<file path="src/rtl/uart_pkg.sv">
// Shared UART definitions: FSM state encodings, default frame parameters
// and the parity helper used by both directions.
package uart_pkg;

  localparam int unsigned DEF_BAUD_DIV   = 16;
  localparam int unsigned DEF_DATA_BITS  = 8;
  localparam int unsigned DEF_PARITY_EN  = 1;
  localparam int unsigned DEF_PARITY_ODD = 0;
  localparam int unsigned DEF_STOP_BITS  = 1;
  localparam int unsigned TIMER_W        = 16;

  typedef enum logic [2:0] {
    TX_IDLE, TX_START, TX_DATA, TX_PARITY, TX_STOP
  } tx_state_t;

  typedef enum logic [2:0] {
    RX_IDLE, RX_START, RX_DATA, RX_PARITY, RX_STOP
  } rx_state_t;

  // Payloads narrower than 8 bits are zero-extended, which leaves the XOR unchanged.
  function automatic logic parity_bit(input logic [7:0] data, input logic odd);
    return odd ? ~(^data) : ^data;
  endfunction

endpackage

</file>
<file path="src/rtl/uart_bit_timer.sv">
// Loadable down-counter; expire_c is high in the last cycle of a loaded period,
// so a load of N produces expiry N clock edges after the load.
module uart_bit_timer
  import uart_pkg::*;
#(
  parameter int unsigned W = TIMER_W
) (
  input  logic         clk,
  input  logic         rst,
  input  logic         load,
  input  logic [W-1:0] load_val,
  output logic         expire_c
);

  logic [W-1:0] count;

  always_ff @(posedge clk or posedge rst) begin
    if (rst) begin
      count <= '0;
    end else if (load) begin
      count <= load_val;
    end else if (count != '0) begin
      count <= count - W'(1);
    end
  end

  assign expire_c = (count == W'(1));

endmodule

</file>
<file path="src/rtl/uart_if.sv">
// Full-duplex UART: independent TX and RX state machines, each paced by its
// own bit timer; RX input is double-synchronized before any use.
module uart_if
  import uart_pkg::*;
#(
  parameter int unsigned BAUD_DIV   = DEF_BAUD_DIV,
  parameter int unsigned DATA_BITS  = DEF_DATA_BITS,
  parameter int unsigned PARITY_EN  = DEF_PARITY_EN,
  parameter int unsigned PARITY_ODD = DEF_PARITY_ODD,
  parameter int unsigned STOP_BITS  = DEF_STOP_BITS
) (
  input  logic                 pclk,
  input  logic                 areset,
  input  logic [DATA_BITS-1:0] tx_data,
  input  logic                 tx_valid,
  output logic                 tx_ready,
  output logic                 tx,
  input  logic                 rx,
  output logic [DATA_BITS-1:0] rx_data,
  output logic                 rx_valid,
  output logic                 rx_parity_err,
  output logic                 rx_frame_err
);

  localparam int unsigned        IDX_W     = 3;
  localparam logic [IDX_W-1:0]   LAST_BIT  = IDX_W'(DATA_BITS - 1);
  localparam logic [TIMER_W-1:0] FULL_BIT  = TIMER_W'(BAUD_DIV);
  localparam logic [TIMER_W-1:0] HALF_BIT  = TIMER_W'(BAUD_DIV / 2);
  localparam logic               LAST_STOP = 1'(STOP_BITS - 1);
  localparam logic               PAR_ODD   = 1'(PARITY_ODD);

  // ---------------- transmitter ----------------
  tx_state_t            tx_state;
  logic [DATA_BITS-1:0] tx_shift;
  logic                 tx_par;
  logic [IDX_W-1:0]     tx_idx;
  logic                 tx_stop_idx;
  logic                 tx_load;
  logic                 tx_expire;

  assign tx_load = (tx_state == TX_IDLE) ? tx_valid : tx_expire;

  uart_bit_timer #(.W(TIMER_W)) u_tx_timer (
    .clk      (pclk),
    .rst      (areset),
    .load     (tx_load),
    .load_val (FULL_BIT),
    .expire_c (tx_expire)
  );

  always_ff @(posedge pclk or posedge areset) begin
    if (areset) begin
      tx_state    <= TX_IDLE;
      tx          <= 1'b1;
      tx_ready    <= 1'b1;
      tx_shift    <= '0;
      tx_par      <= 1'b0;
      tx_idx      <= '0;
      tx_stop_idx <= 1'b0;
    end else begin
      case (tx_state)
        TX_IDLE: begin
          if (tx_valid) begin
            tx_shift <= tx_data;
            tx_par   <= parity_bit(8'(tx_data), PAR_ODD);
            tx       <= 1'b0;
            tx_ready <= 1'b0;
            tx_state <= TX_START;
          end
        end
        TX_START: begin
          if (tx_expire) begin
            tx       <= tx_shift[0];
            tx_shift <= tx_shift >> 1;
            tx_idx   <= '0;
            tx_state <= TX_DATA;
          end
        end
        TX_DATA: begin
          if (tx_expire) begin
            if (tx_idx == LAST_BIT) begin
              if (PARITY_EN != 0) begin
                tx       <= tx_par;
                tx_state <= TX_PARITY;
              end else begin
                tx          <= 1'b1;
                tx_stop_idx <= 1'b0;
                tx_state    <= TX_STOP;
              end
            end else begin
              tx       <= tx_shift[0];
              tx_shift <= tx_shift >> 1;
              tx_idx   <= tx_idx + IDX_W'(1);
            end
          end
        end
        TX_PARITY: begin
          if (tx_expire) begin
            tx          <= 1'b1;
            tx_stop_idx <= 1'b0;
            tx_state    <= TX_STOP;
          end
        end
        TX_STOP: begin
          if (tx_expire) begin
            if (tx_stop_idx == LAST_STOP) begin
              tx_ready <= 1'b1;
              tx_state <= TX_IDLE;
            end else begin
              tx_stop_idx <= 1'b1;
            end
          end
        end
        default: begin
          tx       <= 1'b1;
          tx_ready <= 1'b1;
          tx_state <= TX_IDLE;
        end
      endcase
    end
  end

  // ---------------- receiver ----------------
  rx_state_t            rx_state;
  logic                 rx_meta;
  logic                 rx_sync;
  logic                 rx_prev;
  logic                 rx_fall;
  logic [DATA_BITS-1:0] rx_shift;
  logic [IDX_W-1:0]     rx_idx;
  logic                 rx_par_bit;
  logic                 rx_load;
  logic [TIMER_W-1:0]   rx_load_val;
  logic                 rx_expire;

  // rx_prev makes IDLE wait for a true high-to-low edge, so a line left low
  // after a framing error cannot re-trigger until it has gone high again.
  always_ff @(posedge pclk or posedge areset) begin
    if (areset) begin
      rx_meta <= 1'b1;
      rx_sync <= 1'b1;
      rx_prev <= 1'b1;
    end else begin
      rx_meta <= rx;
      rx_sync <= rx_meta;
      rx_prev <= rx_sync;
    end
  end

  assign rx_fall     = rx_prev & ~rx_sync;
  assign rx_load     = (rx_state == RX_IDLE) ? rx_fall : rx_expire;
  assign rx_load_val = (rx_state == RX_IDLE) ? HALF_BIT : FULL_BIT;

  uart_bit_timer #(.W(TIMER_W)) u_rx_timer (
    .clk      (pclk),
    .rst      (areset),
    .load     (rx_load),
    .load_val (rx_load_val),
    .expire_c (rx_expire)
  );

  always_ff @(posedge pclk or posedge areset) begin
    if (areset) begin
      rx_state      <= RX_IDLE;
      rx_shift      <= '0;
      rx_idx        <= '0;
      rx_par_bit    <= 1'b0;
      rx_data       <= '0;
      rx_valid      <= 1'b0;
      rx_parity_err <= 1'b0;
      rx_frame_err  <= 1'b0;
    end else begin
      rx_valid <= 1'b0;
      case (rx_state)
        RX_IDLE: begin
          if (rx_fall) begin
            rx_state <= RX_START;
          end
        end
        RX_START: begin
          if (rx_expire) begin
            if (rx_sync) begin
              rx_state <= RX_IDLE;
            end else begin
              rx_idx   <= '0;
              rx_state <= RX_DATA;
            end
          end
        end
        RX_DATA: begin
          if (rx_expire) begin
            rx_shift <= {rx_sync, rx_shift[DATA_BITS-1:1]};
            if (rx_idx == LAST_BIT) begin
              rx_state <= (PARITY_EN != 0) ? RX_PARITY : RX_STOP;
            end else begin
              rx_idx <= rx_idx + IDX_W'(1);
            end
          end
        end
        RX_PARITY: begin
          if (rx_expire) begin
            rx_par_bit <= rx_sync;
            rx_state   <= RX_STOP;
          end
        end
        RX_STOP: begin
          if (rx_expire) begin
            rx_data       <= rx_shift;
            rx_valid      <= 1'b1;
            rx_frame_err  <= ~rx_sync;
            rx_parity_err <= (PARITY_EN != 0) &&
                             (rx_par_bit != parity_bit(8'(rx_shift), PAR_ODD));
            rx_state      <= RX_IDLE;
          end
        end
        default: rx_state <= RX_IDLE;
      endcase
    end
  end

endmodule

</file>
<file path="config.mk">
export PLATFORM = sky130hd
export DESIGN_NAME = uart_if
export DESIGN_NICKNAME = d
export VERILOG_FILES = /design/src/rtl/uart_pkg.sv /design/src/rtl/uart_bit_timer.sv /design/src/rtl/uart_if.sv
export SDC_FILE = /design/constraint.sdc
export NUM_CORES = 1
export LEC_CHECK = 0
export CORE_ASPECT_RATIO = 1.2
export CORE_MARGIN = 8
export CORE_UTILIZATION = 35
export CTS_CLUSTER_DIAMETER = 200
export DETAILED_ROUTE_END_ITERATION = 10
export MAX_ROUTING_LAYER = met4
export PLACE_DENSITY = 0.58
export SETUP_SLACK_MARGIN = 0.15
export SYNTH_ARGS = -nofsm -noshare
export SYNTH_HDL_FRONTEND = slang
export SYNTH_SLANG_ARGS = --single-unit
</file>
<file path="constraint.sdc">
create_clock -name pclk -period 9.35 [get_ports pclk]
set_clock_uncertainty 0.15 [all_clocks]
set_input_delay 2.805 -clock pclk [delete_from_list [all_inputs] [get_ports pclk]]
set_output_delay 2.805 -clock pclk [all_outputs]
set_load 0.005 [all_outputs]
</file>
==> results.yml, run 1 <==
logic_synthesis:
  synth_ff_type: "dfrtp_1"
  synth_area_per_cell_um2: 11.0
  yosys_warnings: 0
  synthesis.nets: 401
  synthCells: 379
  ys_top_cells_by_count: "73 x dfrtp_1, 30 x a21oi_1, 21 x o21ai_0"
  ys_ff_latch: 78
  synth_edf_count: 0
  synthTopCellsByArea: "dfrtp_1 44%, mux2_2 5.1%, a21oi_1 3.6%"
  yosys.area.top_type: "dfrtp_1"
  synth_area_mm2: 0.00416
  synth.most_common_cell: "dfrtp_1"
  async_flop_share_pct: 100
  seq_area_frac_synth_pct: 47.0
  yosys.area.top_type_share_pct: 43.9
  ys_types: 64
setup_path:
  path_max_fanout: 16
  worstPathCellList: "clkdlybuf4s50_1 -> nand2b_1 -> or3_1 -> o21ai_1 -> nor3_1"
  critical_path_arrival_ns: 4.62
  crit_family: "compound AO/OA/AOI/OAI gates"
  critPathBufInv: 1
  cp_slowest_cell: "o21ai_1"
  r2r-end: "u_tx_timer.count[1]"
  worstPathRequired_ns: 9.35
  regToRegSetupSlack_ns: 6.37
  cp-end-kind: "flop"
  crit_type: "in2reg"
  worst_r2r_path_depth: 4
  r2r-start: "u_tx_timer.count[4]"
  crit_path_max_incr_delay_ns: 0.67
  start_kind: "input pin"
min_path:
  holdPathStages: 0
  hold_class: "reg2reg"
  hold-path-endpoint: "rx_sync"
  worstHoldStart: "rx_meta"
outcome:
  run_status: "completed"
power_and_ir_drop:
  ir_drop_mv: 0.118
  p_leak_nw: 2.10
  powerDensity_mw_per_mm2: 207
global_routing:
  antenna_found_initial: 0
  grt_max_degree: 79
  grt_usage_pct: 11.5
  grt_pass1_vias: 3094
  overflow: 0
  grt_pass1_wl_um: 14400
timing:
  fmax_mhz: 217
  setup_viol: 0
  worst_pin_slew_ns: 1.18
  tns_ns: 0
  min_period_over_period_pct: 49.3
  relSlewSlack_pct: 21.1
  finalHoldViolCount: 0
  layout_setup_ws_ns: 4.74
  rsz0062_at_grt: "no"
  maxSlewViolCount: 0
  post-route-min-period_ns: 4.61
clocking:
  numCtsBuffers: 9
  insertion_delay_ns: 0.33
  cts_tree: "yes"
  h-tree-depth: 3
  cts_hold_buf: 0
  post-cts-setup-buffers: 0
  clk_path_buf_depth: 2
  cts_resized: 0
  cts-root-buf: "clkbuf_16"
  cts_sinks: 78
  clk_pin_slew_ns: 0.06
place:
  gp_congestion: 0.770
  portBuffers: 24
  post-place-ws_ns: 4.38
  place_hpwl_um: 5470
route:
  drc: 0
  wl_per_cell_um: 14.4
  dr.pass1.iters: 4
  ant_nets: 0
  drt_iter0_markers: 160
  viasPerCell: 5.33
  num_vias: 2993
  totalWireLength_um: 8070
floorplanning:
  core-area_mm2: 0.0116
  start_util_pct: 36.0
  dieArea_mm2: 0.0157
  fp.dieW_um: 116
  ioPinCount: 25
  rows: 43
  die_h_um: 135
final_layout:
  drive_gt1_share_pct: 14.8
  syn_to_final_growth_pct: 17.1
  diodes: 0
  nNetsFinal: 422
  fillerInstances: 1143
run:
  max_cap_violations: 0
[power breakdown]
group	total (mW)	leakage (nW)	internal, mW	switching (mW)
sequential	0.430	1.01	0.375	0.0554
clock	0.395	0.161	0.262	0.134
combinational	0.183	0.930	0.0858	0.0967
[worst max-delay path by stage]
| stage | start | endpoint | slack (ns) | cells past startpoint |
|---|---|---|---|---|
| finish | tx_valid | u_tx_timer.count[1] | 4.74 | 5 |
| global route | tx_valid | u_tx_timer.count[1] | 4.56 | 5 |
| CTS | tx_valid | u_tx_timer.count[1] | 4.72 | 5 |
| detailed placement | tx_valid | u_tx_timer.count[0] | 4.38 | 5 |
| global placement | tx_valid | u_tx_timer.count[1] | 4.41 | 5 |
| floorplan | areset | rx_data[0] | 4.41 | 1 |
[cell usage in the layout (no fill, tap or decap), types with 10 or more instances in the layout]
cell type / count
nand2_1: 15
clkdlybuf4s50_1: 24
mux2_2: 19
o31ai_1: 11
nor3_1: 15
a21oi_1: 30
or4_1: 19
ha_1: 10
dfrtp_1: 73
xnor2_1: 15
or3_1: 13
o21ai_0: 21
nor2_1: 15
[worst register-to-register path, cell delays in order, from the launching register on]
cell     delay (ns)
dfrtp_1        0.46
nor4_4         0.44
nand4_1        0.51
o21ai_1        1.10
nor3_1         0.14
[state kept, by name, indices dropped and copies added, names as in the netlist]
register	count
rx_shift	8
rx_parity_err	1
u_tx_timer.count	16
rx_par_bit	1
rx_prev	1
tx_idx	3
rx_idx	3
rx_frame_err	1
rx_state	3
u_rx_timer.count	16
rx_meta	1
rx_valid	1
tx_par	1
rx_data	8
tx_ready	1
tx_state	3
rx_sync	1
tx_shift	8
tx	1
[layout make-up]
type / instances / area (um2) / share of cell area, %
inverter: 9 / 33.8 / 0.693
sequential: 78 / 1960 / 40.2
clock buffer: 12 / 236 / 4.85
tap: 157 / 196 / 4.03
multi-input combinational: 277 / 2100 / 43.2
timing repair buffer: 25 / 248 / 5.08
clock inverter: 4 / 98.8 / 2.03
[logic make-up (layout without fill, tap and decap cells)]
family | after synthesis | in the layout | share of synthesized area (%)
DFF | 78 | 78 | 47.0
muxes | 37 | 37 | 10.6
adders and majority gates | 10 | 10 | 3.00
AOI/OAI and AO/OA | 82 | 82 | 11.9
buffers and inverters | 24 | 50 | 2.43
and+or+nand+nor | 131 | 131 | 21.1
xor gates and xnor gates | 17 | 17 | 3.91
[layer usage]
layer	share of wire, %	GRT usage [%]
met5	0	-
met4	1.2	3.95
met3	2.6	2.81
met1	46	13.5
met2	50	18.8
[metrics by stage]
step | total power [mW] | std cells | util, % | cell area [um2] | hold WS [ns]
CTS | 1.02 | 562 | 42.2 | 4880 | 0.207
global placement | 0.613 | 546 | 39.3 | 4540 | 0.196
floorplan | 0.572 | 379 | - | 4160 | 0.195
global route | 1.07 | 562 | 42.2 | 4880 | 0.213
detailed placement | 0.619 | 546 | 39.3 | 4540 | 0.198
finish | 1.01 | 562 | 42.2 | 4880 | 0.207
(Power assumes the default switching activity.)
==> run 2, diff against run 1 <==
- clock period: 9.35 -> 4.7 ns (I/O delays scaled with it)
==> run 2 against run 1 <==
  * Count of clock-buffer cells in the layout unchanged
  * Final area down 0.26%
  * Critical path depth unchanged
  * Global-route usage about the same
  * Combinational power up 100%
  * Worst setup slack worse by 3.3 ns
  * Routed wire length down 0.93%
  * Sequential cell count unchanged
  * Utilization down 0.11 points
  * Die area unchanged
  * Via count down 0.20%
  * Power up 94%
==> results.yml, run 2 (same netlist as run 1, synthesis figures left out) <==
route:
  dr.pass1.iters: 4
  ant_nets: 0
  drt_iter0_markers: 146
  viasPerCell: 5.31
  num_vias: 2987
  wl_per_cell_um: 14.2
  drc: 0
  totalWireLength_um: 8000
place:
  placed_area_mm2: 0.00455
  portBuffers: 24
  gp_congestion: 0.821
  place_hpwl_um: 5560
  post-place-ws_ns: 1.13
floorplanning:
  rows: 43
  dieArea_mm2: 0.0157
  start_util_pct: 36.0
  fp.dieW_um: 116
  ioPinCount: 25
  die_h_um: 135
  core-area_mm2: 0.0116
setup_path:
  r2r-start: "u_tx_timer.count[8]"
  worstPathRequired_ns: 4.70
  path_max_fanout: 16
  start_kind: "input pin"
  crit_end: "u_tx_timer.count[1]"
  crit_type: "in2reg"
  crit_start: "tx_valid"
  cp-end-kind: "flop"
  worst_r2r_path_depth: 4
  critical_path_arrival_ns: 3.23
  regToRegSetupSlack_ns: 1.68
  r2r-end: "u_tx_timer.count[1]"
final_layout:
  syn_to_final_growth_pct: 16.8
  final_area_mm2: 0.00486
  fillerInstances: 1103
  reg_top3: "u_rx_timer.count (16), u_tx_timer.count (16)"
  nNetsFinal: 422
  final_common_cell: "dfrtp_1"
  seq_area_mm2: 0.00196
  drive_gt1_share_pct: 14.8
  diodes: 0
  final_cell_mix: "73 x dfrtp_1, 30 x a21oi_1, 24 x clkdlybuf4s50_1"
  multi_input_area_mm2: 0.00210
global_routing:
  grt_pass1_wl_um: 14100
  grt_pass1_vias: 2979
  grt_usage_pct: 11.5
  overflow: 0
  antenna_found_initial: 0
  grt_max_degree: 42
outcome:
  run_status: "completed"
timing:
  min_period_over_period_pct: 68.6
  finalHoldViolCount: 0
  rsz0062_at_grt: "no"
  relSlewSlack_pct: 22.8
  maxSlewViolCount: 0
  tns_ns: 0
  fmax_mhz: 310
  setup_viol: 0
  layout_setup_ws_ns: 1.47
  worst_pin_slew_ns: 1.15
  post-route-min-period_ns: 3.23
  hold_ws_ns: 0.206
clocking:
  clk_path_buf_depth: 2
  cts-root-buf: "clkbuf_16"
  post-cts-setup-buffers: 0
  clk_pin_slew_ns: 0.06
  cts_tree: "yes"
  cts_resized: 0
  numCtsBuffers: 9
  h-tree-depth: 3
  insertion_delay_ns: 0.33
  cts_hold_buf: 0
  cts_sinks: 78
power_and_ir_drop:
  powerDensity_mw_per_mm2: 402
  ir_drop_mv: 0.237
  p_leak_nw: 2.09
min_path:
  hold_class: "reg2reg"
run:
  max_cap_violations: 0
## run 2: cell types whose count changed in the layout (fill, tap and decap cells not counted)
cell,delta
buf_12,+1
bufinv_16,-1
clkinv_2,+1
buf_4,-1
## run 2: per-layer routing
| layer | part of all wire (%) | track usage, % |
|---|---|---|
| met1 | 46 | 13.6 |
| met2 | 50 | 18.1 |
| met3 | 2.4 | 2.68 |
| met4 | 1.3 | 5.27 |
| met5 | 0 | - |
## run 2: final cells by class
class / count / share of cell area (%)
clock buffers: 12 / 4.86
clock inverters: 4 / 1.52
inverters: 9 / 0.695
multi-input cells: 277 / 43.3
flip-flops and latches: 78 / 40.3
well taps: 157 / 4.04
repair buffers: 25 / 5.35
## run 2: through the flow
step                      std cells  utilization, %  total power, mW
after floorplan                 379               -             1.14
after global placement          546            39.4             1.22
after detailed placement        546            39.4             1.24
after CTS                       562            42.0             1.98
after global routing            562            42.0             2.07
final                           562            42.0             1.95
## run 2: critical path, stage by stage
cell	delay, ns
clkdlybuf4s50_1	0.48
nand2b_1	0.09
or3_1	0.43
o21ai_1	0.66
nor3_1	0.15
## run 2: where the power goes
part	switching, mW	internal [mW]
Sequential	0.114	0.746
Combinational	0.197	0.172
Clock	0.259	0.465
Total	0.569	1.38
## run 2: worst min path at each step
stage	from	to	slack (ns)	depth (start not counted)
after global routing	rx_meta	rx_sync	0.21	0
after floorplan	rx_meta	rx_sync	0.20	0
after detailed placement	rx_meta	rx_sync	0.20	0
after CTS	rx_meta	rx_sync	0.21	0
final	rx_meta	rx_sync	0.21	0
after global placement	rx_meta	rx_sync	0.20	0
==> run 3, diff against run 2 <==
- clock period: 4.7 -> 3.1 ns (I/O delays scaled with it)
==> run 3 against run 2 <==
  * Sequential cell count unchanged
  * Critical path depth up 1
  * Largest power group unchanged
  * Non-clock buffer count up 4
  * Worst setup slack worse by 0.97 ns
  * First-iteration DRC count up 12%
  * Sequential share of layout area down 0.25 points
  * Highest routed layer unchanged
  * Register-to-register slack worse by 1.2 ns
  * Cell count up 0.71%
  * Sequential power up 51%
==> results.yml, run 3 (same netlist as run 1, synthesis figures left out) <==
outcome:
  run_status: "completed"
timing:
  rsz0062_at_grt: "no"
  worst_pin_slew_ns: 0.686
  maxSlewViolCount: 0
  setup_viol: 0
  post-route-min-period_ns: 2.60
  fmax_mhz: 385
  tns_ns: 0
  finalHoldViolCount: 0
  relSlewSlack_pct: 53.8
  min_period_over_period_pct: 83.8
route:
  ant_nets: 0
  num_vias: 3002
  drt_iter0_markers: 164
  viasPerCell: 5.30
  drc: 0
  dr.pass1.iters: 4
  wl_per_cell_um: 14.5
  totalWireLength_um: 8220
setup_path:
  cp-end-kind: "flop"
  path_max_fanout: 8
  critical_path_arrival_ns: 2.68
  crit_type: "reg2reg"
  cp_slowest_cell: "or3_1"
  crit_path_max_incr_delay_ns: 0.64
  worstPathCellList: "inv_1 -> ha_1 -> nor4b_1 -> nand4_2 -> or3_1 -> mux2_4"
  start_kind: "flop"
  worstPathRequired_ns: 3.18
global_routing:
  grt_pass1_vias: 2999
  grt_usage_pct: 11.7
  grt_max_degree: 44
  overflow: 0
  antenna_found_initial: 0
  grt_pass1_wl_um: 14300
place:
  portBuffers: 24
  gp_congestion: 0.773
  place_hpwl_um: 5630
power_and_ir_drop:
  powerDensity_mw_per_mm2: 602
  p_leak_nw: 2.10
  ir_drop_mv: 0.344
clocking:
  h-tree-depth: 3
  cts-root-buf: "clkbuf_16"
  clk_pin_slew_ns: 0.07
  cts_resized: 0
  cts_sinks: 78
  post-cts-setup-buffers: 0
  cts_hold_buf: 0
  numCtsBuffers: 9
  clk_path_buf_depth: 2
  cts_tree: "yes"
  insertion_delay_ns: 0.34
final_layout:
  drive_gt1_share_pct: 16.4
  diodes: 0
  fillerInstances: 1122
  final_cell_mix: "73 x dfrtp_1, 30 x a21oi_1, 24 x clkdlybuf4s50_1"
  final_common_cell: "dfrtp_1"
  reg_top3: "u_rx_timer.count (16), u_tx_timer.count (16)"
  final_util_pct: 42.3
  syn_to_final_growth_pct: 17.5
  nNetsFinal: 426
floorplanning:
  rows: 43
  ioPinCount: 25
  die_h_um: 135
  start_util_pct: 36.0
  fp.dieW_um: 116
  core-area_mm2: 0.0116
  dieArea_mm2: 0.0157
run:
  max_cap_violations: 0
min_path:
  hold_class: "reg2reg"
## run 3: cell type report
class                   count  area (um2)  area share, %
clock buffers               9         225           4.60
clock inverters             7        81.3           1.66
inverters                   9        37.5          0.767
multi-input cells         277        2100           43.0
flip-flops and latches     78        1960           40.0
well taps                 157         196           4.01
repair buffers             29         290           5.93
## run 3: critical path: cells and delay by family (launching register included)
kind | cells | cell delay [ns]
buffers and inverters | 1 | 0.11
adders and majority gates | 1 | 0.18
muxes | 1 | 0.38
and+or+nand+nor | 3 | 1.26
DFF | 1 | 0.41
## run 3: per-layer routing
layer	GRT usage (%)	part of all wire, %
met5	-	0
met4	3.88	1.6
met3	3.48	2.9
met2	18.5	49
met1	14.0	46
## run 3: path summary, 6_finish.rpt
path | slack (ns) | to | from | depth (start not counted)
setup / recovery | 0.50 | rx_shift[6] | u_rx_timer.count[1] | 6
hold / removal | 0.21 | rx_sync | rx_meta | 0
setup reg to reg | 0.50 | rx_shift[6] | u_rx_timer.count[1] | 6
hold reg to reg | 0.21 | rx_sync | rx_meta | 0
max in group asynchronous | 1.37 | rx_prev | areset | 3
min in group asynchronous | 0.80 | rx_data[0] | areset | 2
## run 3: power by group
part | internal (mW) | switching (mW)
Clock | 0.633 | 0.448
Sequential | 1.13 | 0.169
Combinational | 0.266 | 0.302
## run 3: through the flow
stage,area [um2],total power [mW],hold slack [ns],setup slack [ns],cells
2_1_floorplan,4170,1.73,0.195,0.820,379
3_3_place_gp,4590,1.86,0.197,0.333,550
3_5_place_dp,4590,1.89,0.200,0.318,550
4_1_cts,4890,2.98,0.209,0.520,566
5_1_grt,4890,3.14,0.213,0.330,566
6_report,4890,2.95,0.207,0.501,566
